--- src/rtl/muldiv_ctrl.sv ---
// muldiv_ctrl: iterative radix-2 multiply / restoring divide sequencer for EX.
// Ports: CLK, RST (sync, active-high); START, OP[1:0], SRC_A, SRC_B in;
//        BUSY, STALL, DONE, RESULT out. Optional macro: MULDIV_EARLY_OUT_EN.
module muldiv_ctrl #(
    parameter int WIDTH = 32
) (
    input  logic             CLK,
    input  logic             RST,
    input  logic             START,
    input  logic [1:0]       OP,
    input  logic [WIDTH-1:0] SRC_A,
    input  logic [WIDTH-1:0] SRC_B,
    output logic             BUSY,
    output logic             STALL,
    output logic             DONE,
    output logic [WIDTH-1:0] RESULT
);

    localparam int CW = $clog2(WIDTH);

    typedef enum logic [1:0] {
        S_IDLE = 2'd0,
        S_CALC = 2'd1,
        S_DONE = 2'd2
    } state_t;

    state_t             state_q, state_d;
    logic [1:0]         op_q, op_d;
    logic [WIDTH-1:0]   a_q, a_d;
    logic [WIDTH-1:0]   b_q, b_d;
    logic [2*WIDTH-1:0] acc_q, acc_d;
    logic [CW-1:0]      cnt_q, cnt_d;
    logic [WIDTH-1:0]   result_q, result_d;
    logic               busy_q, busy_d;
    logic               done_q, done_d;

    logic               accept;
    logic [WIDTH:0]     sum;
    logic [2*WIDTH-1:0] mul_acc;
    logic [WIDTH:0]     rem_sh;
    logic [WIDTH:0]     diff;
    logic [2*WIDTH-1:0] div_acc;
    logic [2*WIDTH-1:0] acc_nx;

    assign accept = START & (state_q != S_CALC);
    assign STALL  = (state_q == S_CALC) | accept;
    assign BUSY   = busy_q;
    assign DONE   = done_q;
    assign RESULT = result_q;

    // Multiply: acc = {partial high, shifted-out low bits}; a_q is the
    // multiplicand, b_q the multiplier shifted right each step.
    assign sum     = {1'b0, acc_q[2*WIDTH-1:WIDTH]}
                   + {1'b0, (b_q[0] ? a_q : {WIDTH{1'b0}})};
    assign mul_acc = {sum, acc_q[WIDTH-1:1]};

    // Divide: acc = {remainder, quotient}; the dividend lives in a_q and
    // feeds its MSB into the remainder each step.
    assign rem_sh  = {acc_q[2*WIDTH-1:WIDTH], a_q[WIDTH-1]};
    assign diff    = rem_sh - {1'b0, b_q};
    assign div_acc = diff[WIDTH]
                   ? {rem_sh[WIDTH-1:0], acc_q[WIDTH-2:0], 1'b0}
                   : {diff[WIDTH-1:0], acc_q[WIDTH-2:0], 1'b1};

    assign acc_nx  = op_q[1] ? div_acc : mul_acc;

    always_comb begin
        state_d  = state_q;
        op_d     = op_q;
        a_d      = a_q;
        b_d      = b_q;
        acc_d    = acc_q;
        cnt_d    = cnt_q;
        result_d = result_q;
        case (state_q)
            S_CALC: begin
                acc_d = acc_nx;
                if (op_q[1]) begin
                    a_d = a_q << 1;
                end else begin
                    b_d = b_q >> 1;
                end
                if (cnt_q == '0) begin
                    state_d = S_DONE;
                    // OP[0] selects the upper half: MULH high word, REMU remainder.
                    result_d = op_q[0] ? acc_nx[2*WIDTH-1:WIDTH]
                                       : acc_nx[WIDTH-1:0];
                end else begin
                    cnt_d = cnt_q - 1'b1;
                end
            end
            default: begin
                state_d = S_IDLE;
                if (accept) begin
                    op_d    = OP;
                    a_d     = SRC_A;
                    b_d     = SRC_B;
                    acc_d   = '0;
                    cnt_d   = CW'(WIDTH - 1);
                    state_d = S_CALC;
`ifdef MULDIV_EARLY_OUT_EN
                    if (~|SRC_B[WIDTH-1:1]) begin
                        state_d = S_DONE;
                        case (OP)
                            2'b00:   result_d = SRC_B[0] ? SRC_A : '0;
                            2'b01:   result_d = '0;
                            2'b10:   result_d = SRC_B[0] ? SRC_A : '1;
                            default: result_d = SRC_B[0] ? '0 : SRC_A;
                        endcase
                    end
`endif
                end
            end
        endcase
        busy_d = (state_d == S_CALC);
        done_d = (state_d == S_DONE);
    end

    always_ff @(posedge CLK) begin
        if (RST) begin
            state_q  <= S_IDLE;
            op_q     <= '0;
            a_q      <= '0;
            b_q      <= '0;
            acc_q    <= '0;
            cnt_q    <= '0;
            result_q <= '0;
            busy_q   <= 1'b0;
            done_q   <= 1'b0;
        end else begin
            state_q  <= state_d;
            op_q     <= op_d;
            a_q      <= a_d;
            b_q      <= b_d;
            acc_q    <= acc_d;
            cnt_q    <= cnt_d;
            result_q <= result_d;
            busy_q   <= busy_d;
            done_q   <= done_d;
        end
    end

endmodule

--- config.mk ---
export PLATFORM = sky130hd
export DESIGN_NAME = muldiv_ctrl
export DESIGN_NICKNAME = d
export VERILOG_FILES = /design/src/rtl/muldiv_ctrl.sv
export SDC_FILE = /design/constraint.sdc
export NUM_CORES = 1
export LEC_CHECK = 0
export BUFFER_PORTS_ARGS = -buffer_cell sky130_fd_sc_hd__buf_2
export CAP_MARGIN = 25
export CORE_MARGIN = 10
export CORE_UTILIZATION = 40
export DETAILED_ROUTE_END_ITERATION = 8
export PLACE_DENSITY = 0.68
export SETUP_SLACK_MARGIN = 0.5
export SKIP_CTS_REPAIR_TIMING = 1
export SYNTH_ARGS = -nofsm -noshare
export SYNTH_HDL_FRONTEND = slang
export SYNTH_SLANG_ARGS = --single-unit
--- constraint.sdc ---
create_clock -name CLK -period 4.9 [get_ports CLK]
set_input_delay 0.49 -clock CLK [delete_from_list [all_inputs] [get_ports CLK]]
set_output_delay 0.49 -clock CLK [all_outputs]
set_load 0.005 [all_outputs]
== After elaboration in Yosys (flattened, before gate mapping) ==
Cells that the tools add are included.

* $add $sub $neg: 3
* Equality and inequality tests: 7
* Mux-type cells: 18
* Bitwise logic cells: 3
* Reduce and logical (&&, ||, !) cells: 7

{| class="wikitable"
|+ Operator list
! cell !! count
|-
| $mux 32 || 8
|-
| $mux 64 || 4
|-
| $add 32x32->33 || 1
|-
| $sub 33x32->33 || 1
|-
| $mux 5 || 3
|-
| $reduce_and 2->1 || 5
|-
| $ne 2x2->1 const B || 3
|-
| $logic_not 5->1 || 1
|-
| $sub 5x1->5 const B || 1
|-
| $eq 2x1->1 const B || 2
|-
| $mux 2 || 2
|-
| $eq 2x2->1 const B || 1
|-
| $ne 2x1->1 const B || 1
|-
| $reduce_bool 2->1 || 1
|-
| $and 1x1->1 || 1
|-
| $mux 1 || 1
|-
| $not 1->1 || 1
|-
| $or 1x1->1 || 1
|}

* Register bits after elaboration: 171
* Input bits: 69
* Output and inout bits: 35
* Logic and storage cells: 47

== Logic depth before layout (Yosys ltp) ==
Gate-level depths: netlist (run 1).

* Depth in word-level cells: 5
* Depth in mapped cells: 17
* Depth with buffers taken out: 14

== Worst setup path before layout (run 1) ==
Ideal clock, no wire load.

* Path kind: register to register
* From: register b_q[0]
* To: register result_q[21] (netlist: RESULT[21])
* Setup time: 0.132 ns
* Arrival: 3.106 ns
* Data required time: 4.768 ns
* Setup slack: 1.662 ns
* Cell stages (with the launch flop): 15
* Path buffers: 1
* Clock period less this slack: 3.238 ns
* Cells stage by stage: dfxtp_1 > clkbuf_1 > and2_1 > ha_1 > fa_1 > a211oi_1 > o21ai_0 > a21oi_1 > a31oi_1 > a211o_1 > or2_2 > a21oi_1 > a31oi_1 > o211ai_1 > a21oi_1

* Cells in the longest elaborated chain, start to end: 4
* Elaborated cells on any way between the ends: 6
* Those cells by class: 2 x add/sub; 4 x mux

{| class="wikitable"
|+ RTL lines
! item !! RTL line !! source
|-
| start, declared || 30 || <nowiki>logic [WIDTH-1:0] b_q, b_d;</nowiki>
|-
| start signal, assigned || 124 || <nowiki>b_q <= '0;</nowiki>
|-
| start signal, assigned || 134 || <nowiki>b_q <= b_d;</nowiki>
|-
| $sub 33x32->33 / $mux 32 (equally long branches) || 60, 54 ||
|-
| $mux 64 / $add 32x32->33 (equally long branches) || 62, 54 ||
|-
| $mux 64 * || 65 || <nowiki>assign acc_nx = op_q[1] ? div_acc : mul_acc;</nowiki>
|-
| $mux 32 * || 86 || <nowiki>result_d = op_q[0] ? acc_nx[2*WIDTH-1:WIDTH]</nowiki>
|-
| end signal, assigned || 137 || <nowiki>result_q <= result_d;</nowiki>
|-
| end, declared || 33 || <nowiki>logic [WIDTH-1:0] result_q, result_d;</nowiki>
|}

Mark *: on every way between the ends. The rest lies on a longest branch, timed or not.
A chain may end at the register's enable or synchronous reset.

== Worst setup path after layout (run 1) ==
* From: register a_q[31]
* To: register result_q[2] (netlist: RESULT[2])

* Cells in the longest elaborated chain, start to end: 4

{| class="wikitable"
|+ RTL lines
! item !! RTL line !! source
|-
| start, declared || 29 || <nowiki>logic [WIDTH-1:0] a_q, a_d;</nowiki>
|-
| start signal, assigned || 123 || <nowiki>a_q <= '0;</nowiki>
|-
| start signal, assigned || 133 || <nowiki>a_q <= a_d;</nowiki>
|-
| $sub 33x32->33 || 60 || <nowiki>assign diff = rem_sh - {1'b0, b_q};</nowiki>
|-
| $mux 64 || 62 || <nowiki>? {rem_sh[WIDTH-1:0], acc_q[WIDTH-2:0], 1'b0}</nowiki>
|-
| $mux 64 || 65 ||
|-
| $mux 32 || 86 ||
|}

Every way passes these cells.

==> results.tsv, run 1 <==
metric	value	unit
synth_nets	1659	
clkLatencyLatePin	0.44	ns
final_max_slew_viol_count	0	
synth_cell_types	81	
synth_ff_type	dfxtp_1	
clock-sinks	171	
layout-drive-gt1-share	0.146	
max_freq	0.252	GHz
skew	0.00958	ns
antenna_found_initial	0	
ios	104	
ctsHtreeMaxLevel	4	
yosys.area.top_type	dfxtp_1	
first_pass_iters	6	
ys_ff_latch	171	
hold_class	primary input to register	
r2r_start	a_q[31]	
via_per_inst	5.91	
vdd.ir_drop.worst	232	uV
final-seq-area	3430	sq um
overflow	0	
setup_viol	0	
n_antenna_cell	0	
drt_wl_total	39800	um
multi_input_area	7590	sq um
nNetsFinal	1689	
synth_area	11600	sq um
worst_slew_pin_slew	1.06	ns
synth_common_cells	nand2_1 (240), dfxtp_1 (171), nor2_1 (140)	
ys_seq_area_frac	0.295	
final_core_util	0.451	
grt_max_degree	93	
critical_path_required	5.18	ns
async_reset_ff_frac	0	
yosys-top-cells-area	dfxtp_1 (29%), nand2_1 (7.8%), ha_1 (7.1%), a311oi_1 (5.4%), a21oi_1 (4.9%)	
power_density	315	nW/um^2
fp.dieW	190	um
drc	0	
startpoint_type	register	
grtUsageTotal	0.216	
cp-end-kind	register	
initial_core_util	0.405	
leakage	5.42	nW
grt_pass1_wl	62800	um
port_buffers	103	
status	complete, no violations	
detail_route.iter0.violations	1145	
startpoint	a_q[31]	
crit_type	register to register	
place_congestion	0.988	
hold_path_startpoint	OP[1]	
cts_root_buf	clkbuf_16	
hold_viol	0	
arrival	4.25	ns
timing.slew.headroom	0.295	
clk_pin_slew	0.07	ns
syn_inst	1522	
syn_to_final_growth	11.5	%
yosysMostFrequentCell	nand2_1	
maxCapViolCount	0	
nFillCells	2970	
die_area	36300	sq um
yosysWarnings	0	
core	28700	sq um
period_share	0.809	
rsz0062_at_grt	no	
synth_edf_count	0	
vias	11518	
first_global_vias	10820	
row_count	62	
period_needed	3.97	ns
cts_buffer_depth	2	
numCtsBuffers	17	
dp_hpwl	30100	um
cts_tree	built	
syn_area_per_cell	7.63	sq um
finalSetupTns	0	ns
wl_per_cell	20.4	um
die_y	190	um
crit_fanout	15	
ant_nets	0	
synth_top_cell_area_share	0.295	
[final cells by class]
cell class / count / area share
clock buffer: 17 / 0.0329
timing repair buffer: 118 / 0.0502
multi-input combinational: 1190 / 0.586
inverter: 54 / 0.0157
tap: 384 / 0.0371
clock inverter: 15 / 0.0137
sequential: 171 / 0.265
[state kept, by name (all words and copies together) (netlist names)]
signal and count:
state_q 2, DONE 1, acc_q 64, b_q 32, a_q 32, cnt_q 5, op_q 2, BUSY 1
RESULT 32
[critical path, stage by stage, from the launching register on]
cell,delay [ns]
dfxtp_1,0.34
inv_1,0.06
ha_1,0.16
inv_1,0.05
fa_1,0.43
a211oi_2,0.23
o21ai_2,0.11
o21ai_1,0.11
and2_1,0.29
nor3_2,0.11
a2111o_1,0.55
nand2_4,0.26
o21ai_1,0.15
a2111oi_0,0.87
nor4_1,0.08
[layout by cell type (no fill, tap or decap), drive strengths merged, types with 35 or more instances in the layout]
cell,netlist,layout
and2,40,40
mux2,35,35
inv,53,60
nand3,62,62
ha,66,66
a311oi,71,71
o21ai,83,83
nor2,141,141
a21oi,118,118
buf,28,118
nand2,242,242
dfxtp,171,171
[final timing paths]
| check | endpoint | slack [ns] | cells after the start |
|---|---|---|---|
| worst max-delay path | RESULT[2] | 0.93 | 14 |
| worst min-delay path | op_q[1] | 0.29 | 3 |
| worst max register to register | RESULT[2] | 0.93 | 14 |
| worst min register to register | RESULT[20] | 0.45 | 2 |
[power by group]
group / internal [mW] / switching (mW) / total, mW
clock: 0.731 / 0.689 / 1.42
sequential: 1.48 / 0.0881 / 1.57
combinational: 0.390 / 0.703 / 1.09
total: 2.60 / 1.48 / 4.08
[logic make-up after synthesis]
| logic type | synth area share |
|---|---|
| AND/OR/NAND/NOR | 0.227 |
| adder cells (fa/ha/maj) | 0.0745 |
| AO/OA/AOI/OAI | 0.266 |
| flip-flops | 0.295 |
| buffers and inverters | 0.0560 |
| XOR/XNOR | 0.0392 |
| multiplexers | 0.0426 |
[layer usage]
| layer | GRT usage | part of all wire | up-vias |
|---|---|---|---|
| met5 | 0 | 0 | - |
| met4 | 0.0654 | 0.022 | 0 |
| met3 | 0.0419 | 0.082 | 57 |
| met2 | 0.330 | 0.44 | 450 |
| met1 | 0.300 | 0.46 | 5476 |
| li1 | - | - | 5535 |
[stage by stage]
stage | hold slack, ns | power (mW) | cells | setup slack (ns) | instance area (sq um)
4_1_cts | 0.280 | 4.08 | 1949 | 1.05 | 12900
3_3_place_gp | 0.444 | 2.66 | 1916 | 1.13 | 12300
5_1_grt | 0.289 | 4.28 | 1949 | 0.783 | 12900
3_5_place_dp | 0.444 | 2.67 | 1917 | 1.08 | 12300
2_1_floorplan | 0.445 | 2.36 | 1522 | 1.66 | 11600
6_report | 0.290 | 4.08 | 1949 | 0.934 | 12900
Note: power is estimated with default switching activity, not from simulation.
==> run 2: changes to the inputs <==
==> constraint.sdc (replaced) <==
create_clock -name CLK -period 4 [get_ports CLK]
set_input_delay 0.4 -clock CLK [delete_from_list [all_inputs] [get_ports CLK]]
set_output_delay 0.4 -clock CLK [all_outputs]
set_load 0.005 [all_outputs]
==> run 2 against run 1 <==
Cell count is 1.2% higher. Register-to-register slack worse by 0.31 ns. Design area is 3.0% higher. Critical path type unchanged. Critical endpoint is now RESULT[21]. Largest cell class unchanged. Highest routed layer unchanged.
==> results.tsv, run 2 (synthesized netlist as in run 1, its figures left out) <==
metric	value	unit	change
finalSetupTns	0	ns	unchanged
power_density	374	nW/um^2	was 315 nW/um^2
dr_wl_met2	17200	um	was 17400 um
drt_wl_total	39700	um	was 39800 um
max_freq	0.296	GHz	was 0.252 GHz
crit_fanout	4		was 15
multi_input_area	7800	sq um	was 7590 sq um
largest_reg_flops	64		unchanged
final_max_slew_viol_count	0		unchanged
setup_viol	0		unchanged
skew	0.0126	ns	was 0.00958 ns
worst_slew_pin_slew	1.03	ns	was 1.06 ns
hold_class	primary input to register		unchanged
final_common_cell	nand2_1		unchanged
holdWs	0.209	ns	was 0.290 ns
fp.dieW	190	um	unchanged
core	28700	sq um	unchanged
detail_route.iter0.violations	1101		was 1145
status	complete, no violations		unchanged
final-seq-area	3430	sq um	about the same
arrival	3.67	ns	was 4.25 ns
layout_setup_ws	0.627	ns	was 0.934 ns
rsz0062_at_grt	no		unchanged
r2r_cells	13		was 14
grt_max_degree	64		was 93
grt_pass1_wl	61400	um	was 62800 um
totalPowerFinal	4.99	mW	was 4.08 mW
die_area	36300	sq um	unchanged
nNetsFinal	1713		was 1689
period_share	0.843		was 0.809
wl_met3	3500	um	was 3260 um
crit_type	register to register		unchanged
grtUsageTotal	0.211		was 0.216
clkLatencyLatePin	0.45	ns	was 0.44 ns
n_antenna_cell	0		unchanged
initial_core_util	0.405		unchanged
wl_per_cell	20.1	um	was 20.4 um
syn_to_final_growth	14.8	%	was 11.5%
first_pass_iters	8		was 6
holdPathStages	3		unchanged
final_cell_mix	nand2_1 (240), dfxtp_1 (169), nor2_1 (139)		was nand2_1 (240), dfxtp_1 (170), nor2_1 (138)
via_per_inst	5.87		was 5.91
nFillCells	2895		was 2970
cts_tree	built		unchanged
overflow	0		unchanged
drt-met1-wl	17900	um	was 18200 um
vias	11590		was 11.5k
highest_layer	met4		unchanged
dp_hpwl	29800	um	was 30100 um
layout-drive-gt1-share	0.174		was 0.146
leakage	5.57	nW	was 5.42 nW
clk_pin_slew	0.07	ns	about the same
dpl-instance-area	12400	sq um	was 12300 sq um
row_count	62		unchanged
hold_viol	0		unchanged
place_congestion	0.959		was 0.988
critical_path_required	4.30	ns	was 5.18 ns
startpoint_type	register		unchanged
clock-sinks	171		unchanged
period_needed	3.37	ns	was 3.97 ns
numCtsBuffers	17		unchanged
cts_buffer_depth	2		unchanged
cp-end-kind	register		unchanged
pre_cts_ws	0.318	ns	was 1.08 ns
ant_nets	0		unchanged
vdd.ir_drop.worst	305	uV	was 232 uV
drc	0		unchanged
ctsHtreeMaxLevel	4		unchanged
first_global_vias	10741		was 10.8k
maxCapViolCount	0		unchanged
antenna_found_initial	1		was 0
fin_area	13300	sq um	was 12900 sq um
ios	104		unchanged
timing.slew.headroom	0.314		was 0.295
max_flop_register	acc_q		unchanged
die_y	190	um	unchanged
cts_root_buf	clkbuf_16		unchanged
port_buffers	103		unchanged
## run 2: cell types whose count changed in the layout (fill, tap and decap cells not counted), moves of 3 or more
cell / previous run / this run
a31oi_2: 2 / 9
buf_12: 0 / 3
buf_4: 15 / 35
a31oi_4: 0 / 4
clkinv_2: 0 / 3
a31oi_1: 25 / 14
## run 2: worst max-delay path, cell delays in order, from the launching register on
cell      delay [ns]
dfxtp_2         0.35
and2_1          0.16
ha_1            0.22
fa_2            0.41
a211oi_2        0.21
o21ai_0         0.16
a21oi_2         0.30
a31oi_4         0.15
a211o_1         0.38
or2_2           0.30
a21oi_1         0.18
a31oi_2         0.09
o211ai_1        0.22
a21oi_1         0.09
## run 2: metal layers
metal  vias up  GRT usage
met5         -          0
met4         0     0.0669
li1       5568          -
met1      5460      0.288
met3        68     0.0540
met2       494      0.318
## run 2: per-stage QoR
| step | utilization | instances |
|---|---|---|
| after global placement | 0.433 | 1931 |
| after global routing | 0.465 | 1973 |
| after floorplan | - | 1522 |
| after detailed placement | 0.433 | 1931 |
| after CTS | 0.453 | 1963 |
| final | 0.465 | 1973 |
## run 2: final timing paths
kind,slack [ns],to,startpoint
min,0.21,op_q[1],OP[1]
max reg2reg,0.63,RESULT[21],b_q[0]
min reg2reg,0.45,RESULT[10],RESULT[10]
max,0.63,RESULT[21],b_q[0]
## run 2: area by class of cell
cell class,count,area share
clock buffer,19,0.0340
clock inverter,13,0.00825
inverter,54,0.0152
multi-input combinational,1190,0.585
sequential,171,0.257
tap,384,0.0360
timing repair buffer,142,0.0644
## run 2: report_power, final
| group | total, mW | switching (mW) | internal, mW |
|---|---|---|---|
| Sequential | 1.92 | 0.108 | 1.81 |
| Combinational | 1.41 | 0.882 | 0.525 |
| Clock | 1.66 | 0.812 | 0.848 |
| Total | 4.99 | 1.80 | 3.18 |
